===== src/rtl/sha256_pkg.sv =====
// Shared SHA-256 message-schedule definitions: state encoding, sizes, tap offsets
// and the sigma0/sigma1 schedule functions.
package sha256_pkg;

  localparam int unsigned NUM_ROUNDS  = 64;
  localparam int unsigned SCHED_DEPTH = 16;
  localparam int unsigned WORD_W      = 32;

  typedef logic [WORD_W-1:0] word_t;

  typedef enum logic [1:0] {
    ST_IDLE,
    ST_LOAD,
    ST_RUN,
    ST_DONE
  } sched_state_t;

  // Tap offsets into the 16-entry ring, relative to t: W[t-2], W[t-7], W[t-15], W[t-16]
  localparam logic [3:0] TAP_S1  = 4'd14;
  localparam logic [3:0] TAP_W7  = 4'd9;
  localparam logic [3:0] TAP_S0  = 4'd1;
  localparam logic [3:0] TAP_W16 = 4'd0;

  function automatic word_t sigma0(input word_t x);
    return {x[6:0], x[31:7]} ^ {x[17:0], x[31:18]} ^ {3'b000, x[31:3]};
  endfunction

  function automatic word_t sigma1(input word_t x);
    return {x[16:0], x[31:17]} ^ {x[18:0], x[31:19]} ^ {10'b0, x[31:10]};
  endfunction

endpackage


===== src/rtl/sha256_sched_word_calc.sv =====
// Combinational SHA-256 schedule expansion: W[t] from the four tap words.
module sha256_sched_word_calc
  import sha256_pkg::*;
(
  input  word_t w_m2,
  input  word_t w_m7,
  input  word_t w_m15,
  input  word_t w_m16,
  output word_t w_new
);

  word_t s1_term;
  word_t s0_term;

  always_comb begin
    s1_term = sigma1(w_m2);
    s0_term = sigma0(w_m15);
  end

  assign w_new = s1_term + w_m7 + s0_term + w_m16;

endmodule


===== src/rtl/sha256_msg_schedule_ctrl.sv =====
// SHA-256 message-schedule sequencer: loads 16 words, emits W[0..63] over valid/ready.
// Optional macro SHA256_SCHED_ABORT_EN adds an `abort` input that cancels LOAD/RUN.
module sha256_msg_schedule_ctrl #(
  parameter int unsigned NUM_ROUNDS = sha256_pkg::NUM_ROUNDS,
  parameter int unsigned WORD_W     = sha256_pkg::WORD_W
) (
  input  logic              clk,
  input  logic              rst,
`ifdef SHA256_SCHED_ABORT_EN
  input  logic              abort,
`endif
  input  logic              in_valid,
  output logic              in_ready,
  input  logic [WORD_W-1:0] in_word,
  output logic              w_valid,
  input  logic              w_ready,
  output logic [WORD_W-1:0] w_word,
  output logic [5:0]        w_round,
  output logic              busy,
  output logic              done
);

  import sha256_pkg::*;

  localparam logic [5:0] LAST_T  = 6'(NUM_ROUNDS - 1);
  localparam logic [5:0] FIRST_X = 6'(SCHED_DEPTH);

  sched_state_t state_q, state_d;
  logic [3:0]   load_cnt_q, load_cnt_d;
  logic [5:0]   t_q, t_d;

  word_t        sched_buf [SCHED_DEPTH];
  logic         buf_we;
  logic [3:0]   buf_waddr;
  word_t        buf_wdata;

  logic [3:0]   t_idx;
  word_t        calc_word;
  word_t        sel_word;
  logic         abort_req;

`ifdef SHA256_SCHED_ABORT_EN
  assign abort_req = abort;
`else
  assign abort_req = 1'b0;
`endif

  assign t_idx = t_q[3:0];

  sha256_sched_word_calc u_word_calc (
    .w_m2  (sched_buf[t_idx + TAP_S1]),
    .w_m7  (sched_buf[t_idx + TAP_W7]),
    .w_m15 (sched_buf[t_idx + TAP_S0]),
    .w_m16 (sched_buf[t_idx + TAP_W16]),
    .w_new (calc_word)
  );

  assign sel_word = (t_q < FIRST_X) ? sched_buf[t_idx] : calc_word;
  assign w_word   = (state_q == ST_RUN) ? WORD_W'(sel_word) : '0;
  assign w_round  = t_q;

  always_comb begin
    state_d    = state_q;
    load_cnt_d = load_cnt_q;
    t_d        = t_q;
    buf_we     = 1'b0;
    buf_waddr  = '0;
    buf_wdata  = word_t'(in_word);
    in_ready   = 1'b0;
    w_valid    = 1'b0;
    busy       = 1'b0;
    done       = 1'b0;

    case (state_q)
      ST_IDLE: begin
        in_ready = 1'b1;
        if (in_valid) begin
          buf_we     = 1'b1;
          buf_waddr  = '0;
          load_cnt_d = 4'd1;
          state_d    = ST_LOAD;
        end
      end
      ST_LOAD: begin
        in_ready = 1'b1;
        busy     = 1'b1;
        if (abort_req) begin
          load_cnt_d = '0;
          t_d        = '0;
          state_d    = ST_IDLE;
        end else if (in_valid) begin
          buf_we     = 1'b1;
          buf_waddr  = load_cnt_q;
          load_cnt_d = load_cnt_q + 4'd1;
          if (load_cnt_q == 4'd15) begin
            t_d     = '0;
            state_d = ST_RUN;
          end
        end
      end
      ST_RUN: begin
        w_valid = 1'b1;
        busy    = 1'b1;
        if (abort_req) begin
          load_cnt_d = '0;
          t_d        = '0;
          state_d    = ST_IDLE;
        end else if (w_ready) begin
          // Expanded word overwrites the slot of W[t-16], which is no longer needed
          buf_we    = (t_q >= FIRST_X);
          buf_waddr = t_idx;
          buf_wdata = calc_word;
          if (t_q == LAST_T) begin
            state_d = ST_DONE;
          end else begin
            t_d = t_q + 6'd1;
          end
        end
      end
      ST_DONE: begin
        busy       = 1'b1;
        done       = 1'b1;
        load_cnt_d = '0;
        t_d        = '0;
        state_d    = ST_IDLE;
      end
      default: begin
        state_d = ST_IDLE;
      end
    endcase
  end

  always_ff @(posedge clk or posedge rst) begin
    if (rst) begin
      state_q    <= ST_IDLE;
      load_cnt_q <= '0;
      t_q        <= '0;
    end else begin
      state_q    <= state_d;
      load_cnt_q <= load_cnt_d;
      t_q        <= t_d;
    end
  end

  always_ff @(posedge clk) begin
    if (buf_we) begin
      sched_buf[buf_waddr] <= buf_wdata;
    end
  end

endmodule


===== config.mk =====
export PLATFORM = sky130hd
export DESIGN_NAME = sha256_msg_schedule_ctrl
export DESIGN_NICKNAME = d
export VERILOG_FILES = /design/src/rtl/sha256_pkg.sv /design/src/rtl/sha256_sched_word_calc.sv /design/src/rtl/sha256_msg_schedule_ctrl.sv
export SDC_FILE = /design/constraint.sdc
export NUM_CORES = 1
export LEC_CHECK = 0
export BUFFER_PORTS_ARGS = -buffer_cell sky130_fd_sc_hd__buf_2
export CAP_MARGIN = 20
export CORE_ASPECT_RATIO = 1.5
export CORE_MARGIN = 5
export CORE_UTILIZATION = 40
export DETAILED_ROUTE_END_ITERATION = 8
export PLACE_DENSITY = 0.54
export REMOVE_ABC_BUFFERS = 1
export SKIP_LAST_GASP = 1
export SLEW_MARGIN = 20
export SYNTH_ARGS = -nofsm -noshare
export SYNTH_HDL_FRONTEND = slang
export SYNTH_HIERARCHICAL = 1
export SYNTH_SLANG_ARGS = --single-unit

===== constraint.sdc =====
create_clock -name clk -period 7.4 [get_ports clk]
set_clock_uncertainty 0.05 [all_clocks]
set_input_delay 1.48 -clock clk [delete_from_list [all_inputs] [get_ports clk]]
set_output_delay 1.48 -clock clk [all_outputs]
set_load 0.01 [all_outputs]

==> qor.csv <==
stage,metric,value,unit
drt,wire_per_inst,33.63,um
cts,cts_sinks,524,
worst_setup_path,end_kind,output pin,
worst_setup_path,startpoint_type,flop,
yosys,synth_top_area_share,44.56,%
yosys,yosys_most_used_dff,edfxtp_1,
cts,cts_tree,yes,
timing,finalSetupViolCount,25,
die,dieArea,0.09236,mm^2
worst_setup_path,path_delay_family,compound AO/OA/AOI/OAI gates,
worst_setup_path,arrival,6540,ps
cts,htree_levels,2,
yosys,syn-cell-area,0.03450,mm^2
cts,cts_root_buffer,clkbuf_16,
cts,clkLatencyLatePin,640,ps
worst_setup_path,worst_path_largest_cell_delay,530,ps
status,outcome,"complete, but fails checks",
worst_setup_path,worstPathRequired,5870,ps
cells_and_area,final_cells,3889,
worst_setup_path,cpMostUsedCell,buf_6,
die,fp.dieW,249.8,um
timing,rsz0062_at_grt,true,
placement,dp_hpwl,88770,um
cts,ctsHoldBuffers,0,
yosys,ys_warn_count,6,
cts,cts_buffers,53,
placement,dp_cells,3701,
yosys,avgSynthCellArea,15.19,um^2
die,num_io_pins,78,
cts,clk_pin_slew,60,ps
cts,clk_path_buf_depth,3,
drt,antenna_left,0,
grt,overflow,0,
die,core,0.08605,mm^2
yosys,synth_edf_count,512,
placement,routabilityCongestion,0.9817,
cells_and_area,syn_to_final_growth,25.50,%
cells_and_area,layout.area.seq,0.01569,mm^2
status,violations,setup timing,
grt,antenna_found_initial,2,
timing,hold_violations,0,
grt,grt_util_all_layers,27.60,%
worst_setup_path,crit_buf_inv,8,
timing,slew_headroom,29.06,%
drt,vias_per_cell,6.444,
drt,drt_iter0_drc,2909,
cells_and_area,nets,2847,
timing,fin_crit,8074,ps
worst_setup_path,path_class,flop to output pin,
timing,setup_slack,-674.2,ps
yosys,synth_top_area_cell,edfxtp_1,
yosys,yosysSeqAreaShare,45.43,%
grt,grt_pass1_wl,185500,um
drt,drc,0,
timing,finalCritPeriodShare,109.1,%
timing,finalMaxSlewViolations,0,
drt,wl,130800,um
yosys,synthArstFlopShare,2.290,%
timing,worst_pin_slew,1062,ps
yosys,synth.area.top_cells,"edfxtp_1, mux4_2, fa_1",
worst_setup_path,crit_fanout,8,
timing,max_clock_freq,123.9,MHz
yosys,synth-seq-cells,524,
yosys,synth_cell_types,69,
cells_and_area,n_antenna_cell,0,
yosys,syn_inst,2272,
drt,vias,25060,
worst_setup_path,slowest_stage,fa_1,
worst_hold_path,hold_path_class,flop to flop,
cells_and_area,final_layout_size_suffix_gt1_share,48.25,%
cells_and_area,multi_input_area,0.01890,mm^2
die,initial_core_util,40.10,%
grt,grt_pass1_vias,25730,
die,die_h,369.7,um
cells_and_area,fillCellCount,7165,
run,drv_cap,0,
die,row_count,132,
placement,port_buffers,77,
grt,grt_max_degree,59,
drt,detail_route.first_pass.iterations,9,
## path summary, 6_finish.rpt
path,from,endpoint,slack [ps],depth (start not counted)
max in group asynchronous,rst,w_round[0],6030,2
min in group asynchronous,rst,w_round[1],840,2
worst max register to register,w_round[0],sched_buf[13][20],970,28
worst min-delay path,load_cnt_q[2],load_cnt_q[2],530,1
worst min register to register,load_cnt_q[2],load_cnt_q[2],530,1
worst max-delay path,w_round[0],w_word[29],-670,26
## metal layers
metal / track usage, % / vias to the layer above / routed length, um
li1: - / 9931 / -
met1: 34.16 / 13220 / 47450
met2: 47.54 / 1568 / 65670
met3: 4.162 / 342 / 9997
met4: 13.56 / 0 / 7681
met5: 0 / - / 0
## stage by stage
stage	setup WS [ps]	hold slack, ps	util [%]	setup TNS, ps	area [um^2]
floorplan	-15940	443.2	-	-	33600
global placement	-430.0	478.5	45.18	-3654	38870
detailed placement	-499.5	520.5	45.27	-3714	38950
CTS	-646.3	527.6	49.44	-9709	42540
global route	-845.2	563.0	50.32	-15140	43300
finish	-674.2	527.6	50.32	-11120	43300
## cells in the final DEF, fill, tap and decap left out, types with 23 or more instances in the layout
cell type  netlist  routed
a21oi_1         49      36
a22oi_1         24      24
and3_1          24      23
buf_12           0      43
buf_2           47      76
buf_4           18     363
buf_6           18      46
clkbuf_16        0      54
edfxtp_1       512     512
fa_1            62      57
inv_1          130     113
mux2i_1         27      27
mux4_2         455     455
nand2_1        285     274
nand3_1         27      23
nor2_1          45      27
nor2b_1         34      29
o211ai_1        26      26
xnor2_1         95      58
xnor2_2          0      31
xor2_1          56      38
## synthesized netlist by cell type, types with 4 or more instances
cell	instances
o211ai_1	26
fa_1	62
buf_4	18
ha_1	40
o2111ai_1	4
o21a_1	5
buf_1	9
a32oi_1	9
xnor2_1	95
a21oi_1	49
o21ai_0	27
and3_1	24
a21o_1	8
nand3_1	27
inv_1	130
dfrtp_1	12
mux2i_1	27
buf_6	18
clkbuf_1	78
a22oi_1	24
buf_2	47
mux4_2	455
a211oi_1	31
nor2_1	45
a31oi_1	34
nand2_1	285
xor2_1	56
nand4_1	7
mux2_2	9
a21oi_2	5
o21ai_1	7
edfxtp_1	512
nor2b_1	34
## final cells by class
type                            instances  area share (%)
Multi-Input combinational cell       1445           43.65
Clock buffer                           56           3.089
Tap cell                             1139           3.291
Inverter                              133           1.164
Timing Repair Buffer                  552           11.72
Sequential cell                       524           36.23
Clock inverter                         40          0.8553
## sequential cells by signal, summed over array words and instances (netlist names)
name        flops
sched_buf     512
w_round         6
state_q         2
load_cnt_q      4
## cell families (layout without fill, tap and decap cells)
family          Yosys count  in the layout  synth area share [%]
buf+inv                 303            781                 4.054
fa+ha+maj               102            102                 5.048
flops                   524            524                 45.43
mux                     491            491                 30.78
xor+xnor                151            151                 3.833
simple gates            442            442                 5.646
compound gates          259            259                 5.215
## what timing repair did
item | CTS | global route
endpoints found under the setup margin | 28 | 27
pin swaps | 78 | 83
resized for setup | 219 | 93
setup buffers | 55 | 41
cloned | 9 | 1
Power is not shown: default switching activity piles up to over one toggle a cycle in this logic, so the estimate is an artifact.
